File: src/rtl/umich_select_arbiter.sv
// umich_select_arbiter: round-robin arbiter driving a one-hot select mux that
// shares one output channel among NUM_REQ packet sources. A grant is held
// from the first beat until the last beat is accepted, then the priority
// pointer moves past the winner. Optional idle-grant watchdog is compiled in
// with `define UMICH_ARB_TIMEOUT_EN.
module umich_select_arbiter #(
    parameter int NUM_REQ = 4,
    parameter int DATA_W  = 8,
    parameter int TIMEOUT = 15
) (
    input  logic                      clocked_on,
    input  logic                      clear,
    input  logic [NUM_REQ-1:0]        req_valid,
    input  logic [NUM_REQ*DATA_W-1:0] req_data,
    input  logic [NUM_REQ-1:0]        req_last,
    output logic [NUM_REQ-1:0]        req_ready,
    output logic [NUM_REQ-1:0]        gnt,
    output logic                      out_valid,
    output logic [DATA_W-1:0]         out_data,
    output logic                      out_last,
    input  logic                      out_ready,
    output logic                      err_timeout
);
    localparam int PW = $clog2(NUM_REQ);

    typedef enum logic {IDLE = 1'b0, BUSY = 1'b1} state_t;

    state_t             state, state_nxt;
    logic [NUM_REQ-1:0] gnt_nxt;
    logic [PW-1:0]      win, win_nxt, ptr, ptr_nxt, pick_idx, win_inc;
    logic               pick_any, xfer, tmo_hit;

    generate
        if (NUM_REQ < 2 || NUM_REQ > 16 || TIMEOUT < 1) begin : g_param_check
            $error("umich_select_arbiter: parameter out of range");
        end
    endgenerate

    // Circular search for the first requesting lane starting at ptr; the
    // loop runs from lowest to highest priority so the last hit wins.
    always_comb begin
        int idx;
        idx      = 0;
        pick_any = 1'b0;
        pick_idx = '0;
        for (int k = NUM_REQ - 1; k >= 0; k--) begin
            idx = int'(ptr) + k;
            if (idx >= NUM_REQ) idx -= NUM_REQ;
            if (req_valid[idx]) begin
                pick_any = 1'b1;
                pick_idx = PW'(idx);
            end
        end
    end

    // Pointer value after the current winner, wrapping at NUM_REQ-1.
    always_comb begin
        win_inc = (win == PW'(NUM_REQ - 1)) ? '0 : win + 1'b1;
    end

`ifdef UMICH_ARB_TIMEOUT_EN
    localparam int CW = $clog2(TIMEOUT + 1);

    logic [CW-1:0] idle_cnt;
    logic          err_q;

    assign tmo_hit     = (state == BUSY) && (idle_cnt == CW'(TIMEOUT));
    assign err_timeout = err_q;

    // Watchdog: counts granted cycles with no beat offered; any transfer or
    // a fresh grant restarts it. A backpressure stall (valid high) never counts.
    always_ff @(posedge clocked_on or negedge clear) begin
        if (!clear) begin
            idle_cnt <= '0;
            err_q    <= 1'b0;
        end else begin
            err_q <= tmo_hit;
            if (state == IDLE || xfer || tmo_hit) idle_cnt <= '0;
            else if (!out_valid)                  idle_cnt <= idle_cnt + 1'b1;
        end
    end
`else
    assign tmo_hit     = 1'b0;
    assign err_timeout = 1'b0;
`endif

    // State, grant, winner and priority pointer registers.
    always_ff @(posedge clocked_on or negedge clear) begin
        if (!clear) begin
            state <= IDLE;
            gnt   <= '0;
            win   <= '0;
            ptr   <= '0;
        end else begin
            state <= state_nxt;
            gnt   <= gnt_nxt;
            win   <= win_nxt;
            ptr   <= ptr_nxt;
        end
    end

    // Next state: grant in IDLE, release after the last beat (or watchdog).
    always_comb begin
        state_nxt = state;
        gnt_nxt   = gnt;
        win_nxt   = win;
        ptr_nxt   = ptr;
        case (state)
            IDLE: begin
                if (pick_any) begin
                    state_nxt = BUSY;
                    win_nxt   = pick_idx;
                    gnt_nxt   = NUM_REQ'(1) << pick_idx;
                end
            end
            BUSY: begin
                if (tmo_hit || (xfer && out_last)) begin
                    state_nxt = IDLE;
                    gnt_nxt   = '0;
                    ptr_nxt   = win_inc;
                end
            end
            default: ;
        endcase
    end

    // One-hot AND-OR mux of the granted lane; gnt is zero in IDLE so the
    // channel shows no valid beat there.
    always_comb begin
        out_data = '0;
        out_last = 1'b0;
        for (int k = 0; k < NUM_REQ; k++) begin
            out_data = out_data | ({DATA_W{gnt[k]}} & req_data[k*DATA_W +: DATA_W]);
            out_last = out_last | (gnt[k] & req_last[k]);
        end
        out_valid = |(req_valid & gnt);
        req_ready = gnt & {NUM_REQ{out_ready}};
        xfer      = out_valid & out_ready;
    end

endmodule
File: config.mk
export PLATFORM = sky130hd
export DESIGN_NAME = umich_select_arbiter
export DESIGN_NICKNAME = d
export VERILOG_FILES = /design/src/rtl/umich_select_arbiter.sv
export SDC_FILE = /design/constraint.sdc
export NUM_CORES = 1
export LEC_CHECK = 0
export CELL_PAD_IN_SITES_DETAIL_PLACEMENT = 1
export CELL_PAD_IN_SITES_GLOBAL_PLACEMENT = 2
export CORE_ASPECT_RATIO = 1.2
export CORE_MARGIN = 10
export CORE_UTILIZATION = 18
export CTS_BUF_LIST = sky130_fd_sc_hd__clkbuf_4
export CTS_CLUSTER_SIZE = 28
export DETAILED_ROUTE_END_ITERATION = 12
export PLACE_DENSITY_LB_ADDON = 0.1
export SLEW_MARGIN = 20
export SYNTH_ARGS = -nofsm -noshare
export SYNTH_HDL_FRONTEND = slang
export SYNTH_SLANG_ARGS = --single-unit
File: constraint.sdc
create_clock -name clocked_on -period 2.36 [get_ports clocked_on]
set_input_delay 0.59 -clock clocked_on [delete_from_list [all_inputs] [get_ports clocked_on]]
set_output_delay 0.59 -clock clocked_on [all_outputs]
set_load 0.1 [all_outputs]
======== After elaboration in Yosys (flattened, before gate mapping) ========
Index checks and enable logic that the tools add are counted.
storage, ports and cells
  bits in registers ....................... 9
  logic and storage cells ................. 78
cells by class
  add/sub/neg operators ................... 8
  magnitude comparators ................... 8
  equal/unequal tests ..................... 3
  shift-type cells ........................ 1
  muxes and demuxes ....................... 31
  bitwise gates (word level) .............. 18
  reduce and logical (&&, ||, !) cells .... 5
operator list
  kind                                                                                  count
  32-bit by 4-bit < comparator with 1-bit output (second input constant)                4
  32-bit two-way mux                                                                    4
  8-bit bitwise AND                                                                     4
  8-bit bitwise OR                                                                      3
  1-bit two-way mux                                                                     14
  3-bit by 3-bit subtractor with 4-bit output (second input constant)                   3
  2-bit two-way mux                                                                     5
  3-bit greater-or-equal comparator (second input constant)                             3
  4-bit bitwise AND                                                                     2
  1-bit binary-select mux with 2-bit select                                             4
  4-bit two-way mux                                                                     2
  4-bit case mux with 2 select lines                                                    1
  2-bit by 2-bit adder with 3-bit output (second input constant)                        2
  2-bit AND reduction                                                                   3
  1-bit bitwise AND                                                                     5
  4-bit OR reduction                                                                    1
  1-bit by 2-bit << shifter with 4-bit output (first input constant)                    1
  2-bit by 3-bit subtractor with 4-bit output (second input constant)                   1
  2-bit by 1-bit adder with 3-bit output (second input constant)                        1
  2-bit by 3-bit greater-or-equal comparator with 1-bit output (second input constant)  1
  1-bit bitwise OR                                                                      3
  2-bit by 1-bit adder with 2-bit output (second input constant)                        1
  2-bit == test (second input constant)                                                 1
  2-bit by 1-bit inequality test with 1-bit output (second input constant)              1
  4 further kinds                                                                       4

======== Depth between registers and ports, before layout ========
Gate-level depths: netlist of run 1.
  depth after elaboration ................. 13
  mapped depth ............................ 5

======== Worst setup path after synthesis of run 1 ========
No wires, ideal clock.
  path kind ............................... reg2reg
  start ................................... register gnt[2]
  end ..................................... register ptr[0]
  setup time .............................. 125 ps
  arrival ................................. 2590 ps
  data required time ...................... 2235 ps
  slack ................................... -355 ps
  cell stages (with the launch flop) ...... 6
  path buffers ............................ 1
  clock period less this slack ............ 2715 ps
  cells stage by stage .................... dfrtp_1 -> a22oi_1 -> nand2_1 -> and4_1 -> buf_6 -> mux2_4
on the way
  cells in the longest elaborated chain, start to end .. 5
ends and longest elaborated chain
  item                                  line  RTL
  from (decl)                           17    output logic [NUM_REQ-1:0] gnt,
  from (signal assigned)                96    gnt <= gnt_nxt;
  1-bit bitwise AND                     134   out_last = out_last | (gnt[k] & req_last[k]);
  1-bit bitwise OR (2 in series)        134
  named net out_last                    20    output logic out_last,
  1-bit logical AND                     117   if (tmo_hit || (xfer && out_last)) begin
  2-bit AND reduction (no source line)  n/a
  to (signal assigned)                  98    ptr <= ptr_nxt;
  to (decl)                             30    logic [PW-1:0] win, win_nxt, ptr, ptr_nxt, pick_idx, win_inc;
The timed path passes the listed nets, and every way through them passes these cells.
A chain may end at the register's enable or synchronous reset.

======== Worst setup path in the final report of run 1 ========
  start ................................... input port req_valid[3]
  end ..................................... output port out_valid
on the way
  cells in the longest elaborated chain, start to end .. 2
ends and longest elaborated chain
  item                line  RTL
  from (decl)         13    input logic [NUM_REQ-1:0] req_valid,
  4-bit bitwise AND   136   out_valid = |(req_valid & gnt);
  4-bit OR reduction  136
  to (decl)           18    output logic out_valid,
Every way passes these cells.

==> metrics.cfg, run 1 <==
[die]
floorplan.io_pins=62
initial_utilization_pct=18.9
num_rows=25
die_x_um=78.9
floorplan.die.height_um=90.7
floorplan.core_area_um2=3970
die_area_um2=7160

[clock_network]
post_cts_hold_buffer_count=0
h-tree-depth=1
clock_sinks=9
clockBufferDepth=2
cts_buffers=3
post_cts_resized=0
cts.clk_slew.worst_paths_ns=0.06
post_cts.repair.setup_buffers=0
root_buffer=sky130_fd_sc_hd__clkbuf_4
insertion_delay_ns=0.26
clock_tree_from_tritoncts=done

[routing]
detailedRoute.firstPassIterationCount=4
num_vias=931
routed_via_density=4.68
wirelength_um=3760
avgRoutedWirePerCell_um=18.9
number_of_nets_still_failing_antenna_checks_after_routing=0
remaining_drc_errors=0
drtIter0Drc=18

[sta]
grt_setup_unrepaired=no
hold_violations=0
post-route-period-util_pct=93.7
fin_worst_skew_ns=0.00415
achievable-frequency_ghz=0.452
fin_crit_ns=2.21
setup-violations-final=0
finalMaxSlewViolations=0
fin_setup_tns_ns=0

[place]
hpwlAfterDp_um=3070
place_congestion=0.763
port_buffers=60
dpl.cell_count=195
dpl-instance-area_um2=1550

[critical_path]
critical_path.max_fanout=6
crit_path_end_kind=output pin
cp.arrival_ns=1.62
criticalPathCategory=in -> out
worst_ep_required_time_ns=1.77
delay_of_the_slowest_cell_on_the_worst_path_ns=0.52
worst_path_max_delay_cell=sky130_fd_sc_hd__clkdlybuf4s50_1
crit_path_start_kind=input port
path_cells=clkdlybuf4s50_1 > a22oi_2 > nand2_2 > buf_12

[synth]
netlist.area_leader.share_pct=30.1
area_leader_netlist=sky130_fd_sc_hd__dfrtp_1
share_of_synthesized_registers_carrying_an_async_set_or_reset_pct=100
yosysWarnings=0
per_instance_average_area_after_synthesis_um2=8.61
synthTopCellsByArea=sky130_fd_sc_hd__dfrtp_1 30%, sky130_fd_sc_hd__a22oi_1 18%, sky130_fd_sc_hd__nand2_1 4.5%, sky130_fd_sc_hd__mux2_4 4.0%, sky130_fd_sc_hd__a22oi_2 3.3%
ys_ff_latch=9
synth-edff-count=0
yosys_most_used_dff=sky130_fd_sc_hd__dfrtp_1
ys_types=31
syn-instance-count=87
synth_sequential_area_ratio_pct=30.1
synth_nets=131
post_synth_instance_area_um2=749

[finish]
commonest_non_fill_non_tap_cell_in_the_layout=sky130_fd_sc_hd__clkdlybuf4s50_1
most-common-layout-cells=42 x sky130_fd_sc_hd__clkdlybuf4s50_1, 18 x sky130_fd_sc_hd__a22oi_1, 14 x sky130_fd_sc_hd__buf_12
post_route_cells_drive_above_1_share_pct=33.1
final_cells=199
antennaDiodeCount=0
area_delta_synth_final_pct=111
n_fill_cell=471
final_area_um2=1580
final_nets=190

[global_routing]
global_route.usage.total_pct=10.1
grt_pass1_vias=997
number_of_antenna_violations_at_the_first_check_in_global_routing=0
grt-ovfl-total=0
grt_max_degree=14
first_pass_grt_wire_length_um=5830

[job]
drv_cap=0

[worst_hold_path]
worstHoldPathType=reg -> reg

[status]
status=completed

## cells in the mapped netlist (2+ instances only)
| master | number |
|---|---|
| sky130_fd_sc_hd__a21oi_1 | 4 |
| sky130_fd_sc_hd__a22oi_1 | 18 |
| sky130_fd_sc_hd__a22oi_2 | 2 |
| sky130_fd_sc_hd__a32o_1 | 2 |
| sky130_fd_sc_hd__and2_1 | 4 |
| sky130_fd_sc_hd__clkbuf_1 | 5 |
| sky130_fd_sc_hd__dfrtp_1 | 9 |
| sky130_fd_sc_hd__inv_1 | 4 |
| sky130_fd_sc_hd__mux2_4 | 2 |
| sky130_fd_sc_hd__nand2_1 | 9 |
| sky130_fd_sc_hd__nand2b_1 | 2 |
| sky130_fd_sc_hd__nor2_1 | 3 |
| sky130_fd_sc_hd__nor2b_1 | 2 |
| sky130_fd_sc_hd__o21ai_0 | 4 |
## worst max-delay path: cells and delay by family
family	cells	cell delay (ns)
and+or+nand+nor	1	0.11
buffers and inverters	2	0.70
AOI/OAI and AO/OA	1	0.21
## cells by family after synthesis
| kind of cell | synth area share (%) |
|---|---|
| flops | 30.1 |
| mux | 5.51 |
| buf+inv | 7.01 |
| simple gates | 20.5 |
| compound gates | 34.7 |
| fa+ha+maj | 1.67 |
| other cells | 0.500 |
## flip-flops by register name, indices dropped and copies added, names as in the netlist
name	cells
ptr	2
state	1
win	2
gnt	4
## area by class of cell
| cell class | count | area [um2] | share of cell area, % |
|---|---|---|---|
| repair buffers | 61 | 738 | 46.7 |
| flip-flops and latches | 9 | 230 | 14.6 |
| multi-input cells | 67 | 499 | 31.6 |
| inverters | 4 | 15.0 | 0.950 |
| clock buffers | 4 | 30.0 | 1.90 |
| well taps | 54 | 67.6 | 4.28 |
## final timing paths
check	to	from	slack [ns]	cells after the start
min in group asynchronous	win[0]$_DFFE_PN0P_	clear	0.63	1
worst min-delay path	win[1]$_DFFE_PN0P_	win[1]$_DFFE_PN0P_	0.54	1
worst max-delay path	out_valid	req_valid[3]	0.15	4
worst min register to register	win[1]$_DFFE_PN0P_	win[1]$_DFFE_PN0P_	0.54	1
worst max register to register	ptr[1]$_DFFE_PN0P_	gnt[1]$_DFFE_PN0P_	0.76	4
max in group asynchronous	gnt[3]$_DFFE_PN0P_	clear	1.40	1
## stage by stage
stage / hold WS, ns / setup slack (ns) / utilization [%]
6_report: 0.543 / 0.148 / 39.8
5_1_grt: 0.553 / 0.104 / 39.8
4_1_cts: 0.539 / 0.149 / 39.8
3_5_place_dp: 0.519 / 0.123 / 39.0
3_3_place_gp: 0.513 / 0.163 / 39.0
2_1_floorplan: 0.294 / 0.236 / -
## metal layers
metal	wire, um	part of all wire (%)	global-route usage [%]
met5	0	0	0
met4	0	0	2.25
met3	186	4.9	2.19
met2	1910	51	17.8
met1	1670	44	12.1
Power of run 1 is not shown: default switching activity piles up to over one toggle a cycle in this logic, so the estimate is an artifact.
==> run 2: changes to the inputs <==
--- a/config.mk
+++ b/config.mk
@@ -7,7 +7,7 @@
 export LEC_CHECK = 0
 export CELL_PAD_IN_SITES_DETAIL_PLACEMENT = 1
 export CELL_PAD_IN_SITES_GLOBAL_PLACEMENT = 2
-export CORE_ASPECT_RATIO = 1.2
+export CORE_ASPECT_RATIO = 1.5
 export CORE_MARGIN = 10
 export CORE_UTILIZATION = 18
 export CTS_BUF_LIST = sky130_fd_sc_hd__clkbuf_4
==> run 2 against run 1 <==
  * Routed wire length shrank 3.5%
  * Register-to-register slack gained 0.02 ns
  * Non-clock buffer count grew 1
  * Clock skew shrank 0.00064 ns
  * Critical path depth is the same
  * Worst setup slack gained 0.0077 ns
  * Largest cell class unchanged
==> metrics.cfg, run 2 (synthesis results as in run 1) <==
[sta]
grt_setup_unrepaired=no  ; unchanged
post-route-period-util_pct=93.4  ; was 93.7%
hold_violations=0  ; unchanged
setup-violations-final=0  ; unchanged
finalMaxSlewViolations=0  ; unchanged
hold_slack_ns=0.505  ; was 0.543 ns
fin_setup_tns_ns=0  ; unchanged
fin_worst_skew_ns=0.00350  ; was 0.00415 ns
achievable-frequency_ghz=0.454  ; was 0.452 GHz
fin_crit_ns=2.20  ; was 2.21 ns

[die]
initial_utilization_pct=18.8  ; was 18.9%
floorplan.die.height_um=99.0  ; was 90.7 um
die_area_um2=7200  ; was 7160 um2
floorplan.core_area_um2=3990  ; was 3970 um2
die_x_um=72.7  ; was 78.9 um
floorplan.io_pins=62  ; unchanged
num_rows=28  ; was 25

[global_routing]
global_route.usage.total_pct=9.79  ; was 10.1%
grt_max_degree=14  ; unchanged
grt_pass1_vias=1005  ; was 997
number_of_antenna_violations_at_the_first_check_in_global_routing=0  ; unchanged
grt-ovfl-total=0  ; unchanged
first_pass_grt_wire_length_um=5690  ; was 5830 um

[critical_path]
crit_path_start_kind=input port  ; unchanged
critical_path.max_fanout=6  ; unchanged
criticalPathCategory=in -> out  ; unchanged
crit_path_end_kind=output pin  ; unchanged
cp.arrival_ns=1.61  ; was 1.62 ns
worst_ep_required_time_ns=1.77  ; about the same

[place]
hpwlAfterDp_um=3080  ; was 3070 um
place_congestion=0.751  ; was 0.763
port_buffers=60  ; unchanged

[routing]
drtIter0Drc=53  ; was 18
remaining_drc_errors=0  ; unchanged
detailedRoute.firstPassIterationCount=4  ; unchanged
wirelength_um=3630  ; was 3760 um
number_of_nets_still_failing_antenna_checks_after_routing=0  ; unchanged
avgRoutedWirePerCell_um=19.0  ; was 18.9 um
num_vias=937  ; was 931
routed_via_density=4.91  ; was 4.68

[finish]
post_route_cells_drive_above_1_share_pct=33.6  ; was 33.1%
top_regs=gnt: 4 flops, ptr: 2 flops, win: 2 flops  ; unchanged
area_delta_synth_final_pct=110  ; was 111%
n_fill_cell=473  ; was 471
most-common-layout-cells=42 x sky130_fd_sc_hd__clkdlybuf4s50_1, 18 x sky130_fd_sc_hd__a22oi_1, 14 x sky130_fd_sc_hd__buf_12  ; unchanged
antennaDiodeCount=0  ; unchanged
largest_register=gnt  ; unchanged
commonest_non_fill_non_tap_cell_in_the_layout=sky130_fd_sc_hd__clkdlybuf4s50_1  ; unchanged
largest_register_ff_count=4  ; unchanged
final_nets=191  ; was 190

[clock_network]
h-tree-depth=1  ; unchanged
root_buffer=sky130_fd_sc_hd__clkbuf_4  ; unchanged
cts.clk_slew.worst_paths_ns=0.06  ; about the same
cts_buffers=3  ; unchanged
insertion_delay_ns=0.25  ; was 0.26 ns
post_cts_hold_buffer_count=0  ; unchanged
post_cts.repair.setup_buffers=0  ; unchanged
clockBufferDepth=2  ; unchanged
clock_tree_from_tritoncts=done  ; unchanged
clock_sinks=9  ; unchanged
post_cts_resized=0  ; unchanged

[worst_hold_path]
worstHoldPathType=reg -> reg  ; unchanged

[job]
drv_cap=0  ; unchanged

[status]
status=completed  ; unchanged

==> run 2: worst max-delay path: stages <==
cell and delay (ns):
sky130_fd_sc_hd__clkdlybuf4s50_1 0.52, sky130_fd_sc_hd__a22oi_2 0.20, sky130_fd_sc_hd__nand2_2 0.11, sky130_fd_sc_hd__buf_12 0.18
==> run 2: routing by layer <==
metal | vias up | routed length [um] | GRT usage, %
met5 | - | 0 | 0
met4 | 0 | 34 | 3.08
met3 | 4 | 336 | 2.71
met2 | 49 | 1650 | 16.3
met1 | 438 | 1620 | 11.7
li1 | 446 | - | -
==> run 2: cell type report <==
type | instances | area, um2 | share of cell area (%)
Clock buffer | 4 | 30.0 | 1.90
Inverter | 4 | 15.0 | 0.952
Multi-Input combinational cell | 67 | 499 | 31.7
Sequential cell | 9 | 230 | 14.6
Tap cell | 45 | 56.3 | 3.57
Timing Repair Buffer | 62 | 746 | 47.3
==> run 2: path summary, 6_finish.rpt <==
| path | from | end | slack (ns) | depth (start not counted) |
|---|---|---|---|---|
| min reg2reg | win[1]$_DFFE_PN0P_ | win[1]$_DFFE_PN0P_ | 0.50 | 1 |
| min in group asynchronous | clear | win[0]$_DFFE_PN0P_ | 0.64 | 1 |
| max in group asynchronous | clear | gnt[1]$_DFFE_PN0P_ | 1.40 | 1 |
| max reg2reg | gnt[2]$_DFFE_PN0P_ | ptr[0]$_DFFE_PN0P_ | 0.78 | 4 |
| min | win[1]$_DFFE_PN0P_ | win[1]$_DFFE_PN0P_ | 0.50 | 1 |
| max | req_valid[3] | out_valid | 0.16 | 4 |
==> run 2: stage by stage <==
step	util [%]	cells	worst slack [ns]	cell area (um2)
after floorplan	-	87	0.236	782
after global placement	38.7	187	0.158	1550
after detailed placement	38.7	187	0.137	1550
after CTS	39.5	191	0.134	1580
after global routing	39.5	191	0.104	1580
final	39.5	191	0.156	1580
Power of run 2 is left out for the same reason.
